`src/rtl/mux_sel_sequencer_pkg.sv`:
```
// Shared constants, FSM state type and channel-walk helper for mux_sel_sequencer.
package mux_sel_sequencer_pkg;

    localparam int unsigned NUM_CH = 4;

    typedef enum logic [1:0] {
        StIdle    = 2'd0,
        StDwell   = 2'd1,
        StCapture = 2'd2
    } state_e;

    // Lowest enabled channel at or above 'from'; returns NUM_CH when none remains.
    function automatic logic [2:0] next_en_ch(input logic [NUM_CH-1:0] mask,
                                              input logic [2:0]        from);
        logic [2:0] ch;
        ch = 3'(NUM_CH);
        for (int i = NUM_CH - 1; i >= 0; i--) begin
            if (mask[i] && (3'(i) >= from)) begin
                ch = 3'(i);
            end
        end
        return ch;
    endfunction

endpackage

```
`src/rtl/mux_sel_sequencer_dwell_timer.sv`:
```
// Dwell counter for mux_sel_sequencer: counts while enabled, terminal count at DWELL-1.
module mux_sel_sequencer_dwell_timer #(
    parameter int unsigned CW    = 8,
    parameter int unsigned DWELL = 4
) (
    input  logic i_clk,
    input  logic i_rst,
    input  logic i_clr,
    input  logic i_en,
    output logic o_tc
);

    // A zero dwell still needs one settle cycle before capture.
    localparam int unsigned DWELL_EFF = (DWELL == 0) ? 1 : DWELL;

    logic [CW-1:0] r_cnt;

    always_ff @(posedge i_clk or posedge i_rst) begin
        if (i_rst) begin
            r_cnt <= '0;
        end else if (i_clr) begin
            r_cnt <= '0;
        end else if (i_en) begin
            r_cnt <= r_cnt + 1'b1;
        end
    end

    assign o_tc = (r_cnt == CW'(DWELL_EFF - 1));

endmodule

```
`src/rtl/mux_sel_sequencer.sv`:
```
// Scans the four channels of a 4:1 mux and returns one captured snapshot per scan.
// Optional channel mask port and skipping enabled by defining MUX_SEQ_MASK_EN.
module mux_sel_sequencer
    import mux_sel_sequencer_pkg::*;
#(
    parameter int unsigned DWELL = 4,
    parameter int unsigned CW    = 8
) (
    input  logic              i_clk,
    input  logic              i_rst,
    input  logic              i_start,
    input  logic              i_continuous,
    input  logic              i_mux_s,
`ifdef MUX_SEQ_MASK_EN
    input  logic [NUM_CH-1:0] i_ch_mask,
`endif
    output logic [1:0]        o_sel,
    output logic              o_en_n,
    output logic              o_busy,
    output logic              o_done,
    output logic [NUM_CH-1:0] o_samples
);

    state_e            r_state, w_state_d;
    logic [1:0]        r_sel, w_sel_d;
    logic              r_en_n, w_en_n_d;
    logic              r_busy, w_busy_d;
    logic              r_done, w_done_d;
    logic [NUM_CH-1:0] r_samples, w_samples_d;
    logic [NUM_CH-1:0] r_mask, w_new_mask;
    logic              w_load_mask;
    logic              w_tc, w_tmr_clr, w_tmr_en;
    logic [2:0]        w_first_ch, w_next_ch;

`ifdef MUX_SEQ_MASK_EN
    assign w_new_mask = i_ch_mask;
`else
    assign w_new_mask = '1;
`endif

    // Bit 2 set means no enabled channel is left (empty mask / past the last one).
    assign w_first_ch = next_en_ch(w_new_mask, 3'd0);
    assign w_next_ch  = next_en_ch(r_mask, {1'b0, r_sel} + 3'd1);

    mux_sel_sequencer_dwell_timer #(
        .CW    (CW),
        .DWELL (DWELL)
    ) u_dwell_timer (
        .i_clk (i_clk),
        .i_rst (i_rst),
        .i_clr (w_tmr_clr),
        .i_en  (w_tmr_en),
        .o_tc  (w_tc)
    );

    always_comb begin
        w_state_d   = r_state;
        w_sel_d     = r_sel;
        w_en_n_d    = r_en_n;
        w_busy_d    = r_busy;
        w_done_d    = 1'b0;
        w_samples_d = r_samples;
        w_load_mask = 1'b0;
        w_tmr_clr   = 1'b1;
        w_tmr_en    = 1'b0;

        unique case (r_state)
            StIdle: begin
                w_en_n_d = 1'b1;
                w_busy_d = 1'b0;
                if (i_start && !w_first_ch[2]) begin
                    w_state_d   = StDwell;
                    w_sel_d     = w_first_ch[1:0];
                    w_en_n_d    = 1'b0;
                    w_busy_d    = 1'b1;
                    w_load_mask = 1'b1;
                end
            end
            StDwell: begin
                if (w_tc) begin
                    w_state_d = StCapture;
                end else begin
                    w_tmr_clr = 1'b0;
                    w_tmr_en  = 1'b1;
                end
            end
            StCapture: begin
                w_samples_d[r_sel] = i_mux_s;
                if (!w_next_ch[2]) begin
                    w_state_d = StDwell;
                    w_sel_d   = w_next_ch[1:0];
                end else begin
                    w_done_d = 1'b1;
                    // Continuous restart re-latches the mask and keeps the mux enabled.
                    if (i_continuous && !w_first_ch[2]) begin
                        w_state_d   = StDwell;
                        w_sel_d     = w_first_ch[1:0];
                        w_load_mask = 1'b1;
                    end else begin
                        w_state_d = StIdle;
                        w_en_n_d  = 1'b1;
                        w_busy_d  = 1'b0;
                    end
                end
            end
            default: begin
                w_state_d = StIdle;
                w_en_n_d  = 1'b1;
                w_busy_d  = 1'b0;
            end
        endcase
    end

    always_ff @(posedge i_clk or posedge i_rst) begin
        if (i_rst) begin
            r_state   <= StIdle;
            r_sel     <= '0;
            r_en_n    <= 1'b1;
            r_busy    <= 1'b0;
            r_done    <= 1'b0;
            r_samples <= '0;
            r_mask    <= '0;
        end else begin
            r_state   <= w_state_d;
            r_sel     <= w_sel_d;
            r_en_n    <= w_en_n_d;
            r_busy    <= w_busy_d;
            r_done    <= w_done_d;
            r_samples <= w_samples_d;
            if (w_load_mask) begin
                r_mask <= w_new_mask;
            end
        end
    end

    assign o_sel     = r_sel;
    assign o_en_n    = r_en_n;
    assign o_busy    = r_busy;
    assign o_done    = r_done;
    assign o_samples = r_samples;

endmodule

```
`config.mk`:
```
export PLATFORM = sky130hd
export DESIGN_NAME = mux_sel_sequencer
export DESIGN_NICKNAME = d
export VERILOG_FILES = /design/src/rtl/mux_sel_sequencer_pkg.sv /design/src/rtl/mux_sel_sequencer_dwell_timer.sv /design/src/rtl/mux_sel_sequencer.sv
export SDC_FILE = /design/constraint.sdc
export NUM_CORES = 1
export LEC_CHECK = 0
export BUFFER_PORTS_ARGS = -buffer_cell sky130_fd_sc_hd__buf_2
export CAP_MARGIN = 20
export CORE_MARGIN = 5
export CORE_UTILIZATION = 49
export CTS_CLUSTER_SIZE = 16
export DETAILED_ROUTE_END_ITERATION = 6
export GPL_TIMING_DRIVEN = 0
export PLACE_DENSITY = 0.75
export REMOVE_ABC_BUFFERS = 1
export SLEW_MARGIN = 20
export SYNTH_ARGS = -nofsm -noshare
export SYNTH_HDL_FRONTEND = slang
export SYNTH_HIERARCHICAL = 1
export SYNTH_SLANG_ARGS = --single-unit
export TNS_END_PERCENT = 30
```
`constraint.sdc`:
```
create_clock -name i_clk -period 2.1 [get_ports i_clk]
set_clock_uncertainty 0.2 [all_clocks]
set_input_delay 0.21 -clock i_clk [delete_from_list [all_inputs] [get_ports i_clk]]
set_output_delay 0.21 -clock i_clk [all_outputs]
set_load 0.03 [all_outputs]
```
==> flow_summary_export.csv, run 1 <==
group,metric,value,unit
clock_network,cts_root_buffer,"clkbuf_4",
global_routing,grt_usage,13.8,%
worst_setup_path,path_cells,"ha_2 -> nand3_2 -> nor4_2 -> or3b_4 -> inv_4 -> o2111ai_4 -> or3_1 -> a21oi_2",
die,pin_count,14,
cells_and_area,drive_gt1_share,30.0,%
worst_setup_path,slowest_delay,0.43,ns
detailed_routing,wl_per_cell,13.3,microns
sta,setup_viol,2,
logic_synthesis,async_reset_ff_share,100,%
sta,fin_crit,2.13,ns
sta,setup_tns,-0.0446,ns
global_routing,antenna_found_initial,0,
worst_setup_path,crit_type,"flop to flop",
worst_setup_path,cp_max_fo,5,
worst_setup_path,critPathArrivalTime,2.17,ns
logic_synthesis,synth_area,1010,sq um
power,powerDensity,1230,nW/um^2
sta,tightest_slew,0.454,ns
status,violations,"setup timing",
power,switching_share,37.6,%
clock_network,cts_tree,"done",
place,dp_slack,-0.565,ns
die,fp.dieH,55.3,microns
status,status,"finished, violations left",
sta,postLayoutSetupSlackWorst,-0.0274,ns
power,p_leak,0.571,nW
detailed_routing,initialDrtViolationCount,19,
clock_network,clk_pin_slew,0.12,ns
sta,final-max-slew-violation-count,0,
detailed_routing,first_pass_iters,4,
run,cap_violations,0,
power,internal-power,0.000954,W
sta,relSlewSlack,69.7,%
sta,fmax,470,MHz
logic_synthesis,synth_edf_count,0,
logic_synthesis,avgSynthCellArea,10.4,sq um
power,clockPowerShare,20.5,%
worst_setup_path,cpMaxStageDelayCell,"or3b_4",
place,portBuffers,13,
cells_and_area,area_growth,23.4,%
global_routing,grt_max_degree,13,
global_routing,grt_pass1_vias,821,
min_path,holdCritPathClass,"input port to flop",
sta,hold_viol_final,0,
detailed_routing,ant_nets,0,
sta,rsz0062_at_grt,"yes",
detailed_routing,routed_wl,1.96,mm
cells_and_area,diodes,0,
worst_setup_path,cp-start-kind,"flop",
worst_setup_path,regToRegSetupSlack,-0.03,ns
cells_and_area,post-route-util,63.3,%
clock_network,cts_sinks,20,
logic_synthesis,synth_ff_type,"dfrtp_1",
logic_synthesis,synth.distinct_cells,35,
power,pwr-share-comb,41.1,%
worst_setup_path,crit_required,2.14,ns
place,hpwl,1.34,mm
die,core,1960,sq um
die,die_area,3060,sq um
sta,fin_crit_sh,101,%
clock_network,clockBufferDepth,2,
die,rows,16,
clock_network,clock_latency,0.30,ns
clock_network,htree_levels,1,
sta,holdWs,0.0573,ns
clock_network,cts_buffers,3,
power,peakVddDrop,0.000641,V
power,power_frac_seq,38.3,%
power,power.switching,0.000576,W
die,die_w,55.3,microns
detailed_routing,avgViaCountPerCell,5.15,
global_routing,grt-ovfl-total,0,
logic_synthesis,synth_seq_cells,20,
place,gp_congestion,0.720,
logic_synthesis,synth_cells,97,
detailed_routing,post-route-drc-count,0,
cells_and_area,layout_commonest_cell,"dfrtp_1",
worst_setup_path,endpoint_kind,"flop",
logic_synthesis,seq_area_frac_synth,49.8,%
die,start_util,51.3,%
logic_synthesis,synth_warnings,6,
power,total_power,0.00153,W
cells_and_area,nets,127,
cells_and_area,final_cell_mix,"19 x dfrtp_1, 13 x buf_2, 8 x inv_1, 8 x buf_4, 7 x nor2_1",
global_routing,grt_pass1_wl,3.47,mm
detailed_routing,vias,757,
==> routing by layer <==
layer / GRT usage (%) / up-vias / wire length (microns)
met3: 2.56 / 4 / 82
met4: 7.29 / 0 / 24
met2: 21.1 / 16 / 957
li1: - / 382 / -
met1: 18.4 / 355 / 891
met5: 0 / - / 0
==> logic make-up after synthesis <==
family	share of synthesized area [%]
simple gates	16.6
compound gates	14.5
flops	49.8
buf+inv	6.96
mux	6.46
xor+xnor	4.35
fa+ha+maj	1.24
==> worst max-delay path: cells and delay by family, from the launching register on <==
family / cells / cell delay, ns
compound gates: 2 / 0.26
buf+inv: 1 / 0.10
simple gates: 4 / 0.89
flops: 1 / 0.40
fa+ha+maj: 1 / 0.20
==> worst paths after layout <==
kind	cells past startpoint	to	startpoint
worst max-delay path	8	u_dwell_timer/r_cnt[7]$_DFFE_PP0P_	u_dwell_timer/r_cnt[1]$_DFFE_PP0P_
worst max register to register	8	u_dwell_timer/r_cnt[7]$_DFFE_PP0P_	u_dwell_timer/r_cnt[1]$_DFFE_PP0P_
min in group asynchronous	3	u_dwell_timer/r_cnt[2]$_DFFE_PP0P_	i_rst
worst min register to register	1	o_samples[0]$_DFFE_PP0P_	o_samples[0]$_DFFE_PP0P_
worst min-delay path	3	r_mask[0]$_DFFE_PP0P_	i_continuous
max in group asynchronous	3	o_en_n$_DFFE_PP1P_	i_rst
==> area by class of cell <==
class / count / area, sq um
clock inverters: 1 / 30.0
fillers: 164 / 719
repair buffers: 24 / 155
clock buffers: 3 / 22.5
multi-input cells: 62 / 459
flip-flops and latches: 20 / 502
inverters: 10 / 40.0
well taps: 27 / 33.8
==> power by group through the flow <==
stage                     clock (W)  combinational (W)  sequential (W)
final                      0.000314           0.000629        0.000586
after global placement            0           0.000443        0.000596
after global routing       0.000340           0.000680        0.000604
after CTS                  0.000323           0.000622        0.000585
after floorplan                   0           0.000263        0.000676
after detailed placement          0           0.000460        0.000604
==> registers in the layout (all words and copies together), names as in the netlist <==
name                 cells
o_samples                4
r_mask                   1
u_dwell_timer/r_cnt      8
o_done                   1
o_busy                   1
o_sel                    2
o_en_n                   1
r_state                  2
==> stage by stage <==
| stage | cell area [sq um] | cells |
|---|---|---|
| after CTS | 1230 | 147 |
| after detailed placement | 1070 | 132 |
| after global placement | 1070 | 132 |
| after floorplan | 975 | 92 |
| after global routing | 1240 | 147 |
| final | 1240 | 147 |
==> Yosys cell counts (2+ instances only) <==
cell      number  area (sq um)
nand4_1        2          12.5
nor3_1         3          15.0
nand2b_1       2          12.5
a21oi_1        5          25.0
xor2_1         4          35.0
nand3_1        5          25.0
mux2_1         4          45.0
nor2b_1        2          12.5
nand2_1        2          7.51
inv_1          9          33.8
o21bai_1       2          15.0
buf_4          3          22.5
nor2_1         7          26.3
or3_1          3          18.8
buf_2          2          10.0
o21ai_0        4          20.0
mux2i_1        2          20.0
dfrtp_1       19           475
==> repair_timing <==
item / in CTS / in global routing
endpoints found under the setup margin: 8 / 4
pin swaps: 6 / 1
cloned: 0 / 0
endpoints found under the hold margin: 24 / 0
hold buffers: 3 / 0
buffers inserted: 8 / 0
resized for setup: 6 / 3
Note: power is estimated with default switching activity, not from simulation.
==> run 2, diff against run 1 <==
==> constraint.sdc (replaced) <==
create_clock -name i_clk -period 1.88 [get_ports i_clk]
set_clock_uncertainty 0.2 [all_clocks]
set_input_delay 0.188 -clock i_clk [delete_from_list [all_inputs] [get_ports i_clk]]
set_output_delay 0.188 -clock i_clk [all_outputs]
set_load 0.03 [all_outputs]
==> flow_summary_export.csv, run 2 (synthesis gave the netlist of run 1 again) <==
group,metric,value,unit
status,status,"finished, violations left",
status,violations,"setup timing",
cells_and_area,nets,128,
cells_and_area,area_growth,24.1,%
die,start_util,51.3,%
detailed_routing,routed_wl,1.97,mm
sta,setup_viol,7,
place,portBuffers,13,
detailed_routing,ant_nets,0,
worst_setup_path,cp_max_fo,5,
cells_and_area,layout_commonest_cell,"dfrtp_1",
global_routing,grt_usage,13.8,%
global_routing,grt-ovfl-total,0,
sta,relSlewSlack,69.7,%
worst_setup_path,crit_required,1.93,ns
die,core,1960,sq um
sta,final-max-slew-violation-count,0,
worst_setup_path,critPathArrivalTime,2.17,ns
cells_and_area,final_cell_count_no_fill,148,
power,peakVddDrop,0.000777,V
sta,postLayoutSetupSlackWorst,-0.239,ns
detailed_routing,post-route-drc-count,0,
detailed_routing,wl_per_cell,13.3,microns
run,cap_violations,0,
clock_network,cts_root_buffer,"clkbuf_4",
worst_setup_path,cp-start-kind,"flop",
cells_and_area,final_cell_mix,"19 x dfrtp_1, 13 x buf_2, 9 x buf_4, 8 x inv_1, 7 x nor2_1",
clock_network,cts_tree,"done",
sta,fmax,472,MHz
detailed_routing,avgViaCountPerCell,5.19,
worst_setup_path,regToRegSetupSlack,-0.24,ns
cells_and_area,drive_gt1_share,30.6,%
place,gp_congestion,0.720,
detailed_routing,initialDrtViolationCount,21,
sta,rsz0062_at_grt,"yes",
min_path,holdCritPathClass,"input port to flop",
global_routing,grt_pass1_wl,3.47,mm
cells_and_area,post-route-util,63.7,%
power,total_power,0.00173,W
die,rows,16,
place,dp_cells,132,
clock_network,clockBufferDepth,2,
detailed_routing,first_pass_iters,4,
worst_setup_path,endpoint_kind,"flop",
global_routing,grt_max_degree,13,
power,powerDensity,1380,nW/um^2
clock_network,htree_levels,1,
global_routing,grt_pass1_vias,821,
power,p_leak,0.576,nW
sta,fin_crit,2.12,ns
die,fp.dieH,55.3,microns
detailed_routing,vias,768,
sta,hold_viol_final,0,
cells_and_area,regMostFlops,"u_dwell_timer/r_cnt",
sta,setup_tns,-1.19,ns
sta,holdWs,0.0321,ns
clock_network,clock_latency,0.31,ns
die,die_area,3060,sq um
cells_and_area,diodes,0,
sta,tightest_slew,0.454,ns
clock_network,clk_pin_slew,0.12,ns
cells_and_area,largest_reg_flops,8,
global_routing,antenna_found_initial,0,
worst_setup_path,crit_type,"flop to flop",
die,pin_count,14,
sta,fin_crit_sh,113,%
die,die_w,55.3,microns
clock_network,cts_sinks,20,
clock_network,cts_buffers,3,
place,hpwl,1.34,mm
[run 2: changes by cell type in the layout (fill, tap and decap cells not counted)]
cell,before,now
buf_4,8,9
[run 2: path summary, 6_finish.rpt]
path | startpoint | end | depth (start not counted)
min in group asynchronous | i_rst | u_dwell_timer/r_cnt[6]$_DFFE_PP0P_ | 3
max in group asynchronous | i_rst | o_en_n$_DFFE_PP1P_ | 3
hold reg to reg | o_samples[0]$_DFFE_PP0P_ | o_samples[0]$_DFFE_PP0P_ | 1
hold / removal | i_continuous | r_mask[0]$_DFFE_PP0P_ | 3
setup / recovery | u_dwell_timer/r_cnt[0]$_DFFE_PP0P_ | u_dwell_timer/r_cnt[7]$_DFFE_PP0P_ | 8
setup reg to reg | u_dwell_timer/r_cnt[0]$_DFFE_PP0P_ | u_dwell_timer/r_cnt[7]$_DFFE_PP0P_ | 8
[run 2: final cells by class]
type	count	area, sq um
tap	27	33.8
multi-input combinational	62	459
fill	162	712
clock inverter	1	30.0
sequential	20	502
timing repair buffer	25	163
inverter	10	40.0
clock buffer	3	22.5
[run 2: per-layer routing]
layer / track usage (%) / up-vias / routed length (microns)
met5: 0 / - / 0
met4: 7.29 / 0 / 48
met3: 2.56 / 8 / 76
met2: 21.1 / 19 / 952
met1: 18.4 / 356 / 896
li1: - / 385 / -
[run 2: critical path, cell delays in order, from the launching register on]
cell       delay [ns]
dfrtp_1          0.41
ha_2             0.19
nand3_2          0.06
nor4_2           0.04
or3b_4           0.43
buf_4            0.16
o2111ai_4        0.24
o21ai_0          0.16
a21oi_2          0.15
[run 2: power breakdown]
group          internal, W  switching, W  leakage [nW]
sequential        0.000529      0.000126         0.258
combinational     0.000337      0.000386         0.290
clock             0.000216      0.000137        0.0279
[run 2: what timing repair did]
| action | 4_1_cts | 5_1_grt |
|---|---|---|
| gates resized for setup | 6 | 3 |
| hold endpoints to repair | 24 | 0 |
| hold buffers | 3 | 0 |
| setup endpoints to repair | 9 | 8 |
| pin swaps | 8 | 0 |
| setup buffers | 8 | 1 |
[run 2: stage by stage]
stage	instance area, sq um	setup WS (ns)
2_1_floorplan	975	-0.543
3_3_place_gp	1070	-0.699
3_5_place_dp	1070	-0.785
4_1_cts	1230	-0.237
5_1_grt	1250	-0.323
6_report	1250	-0.239
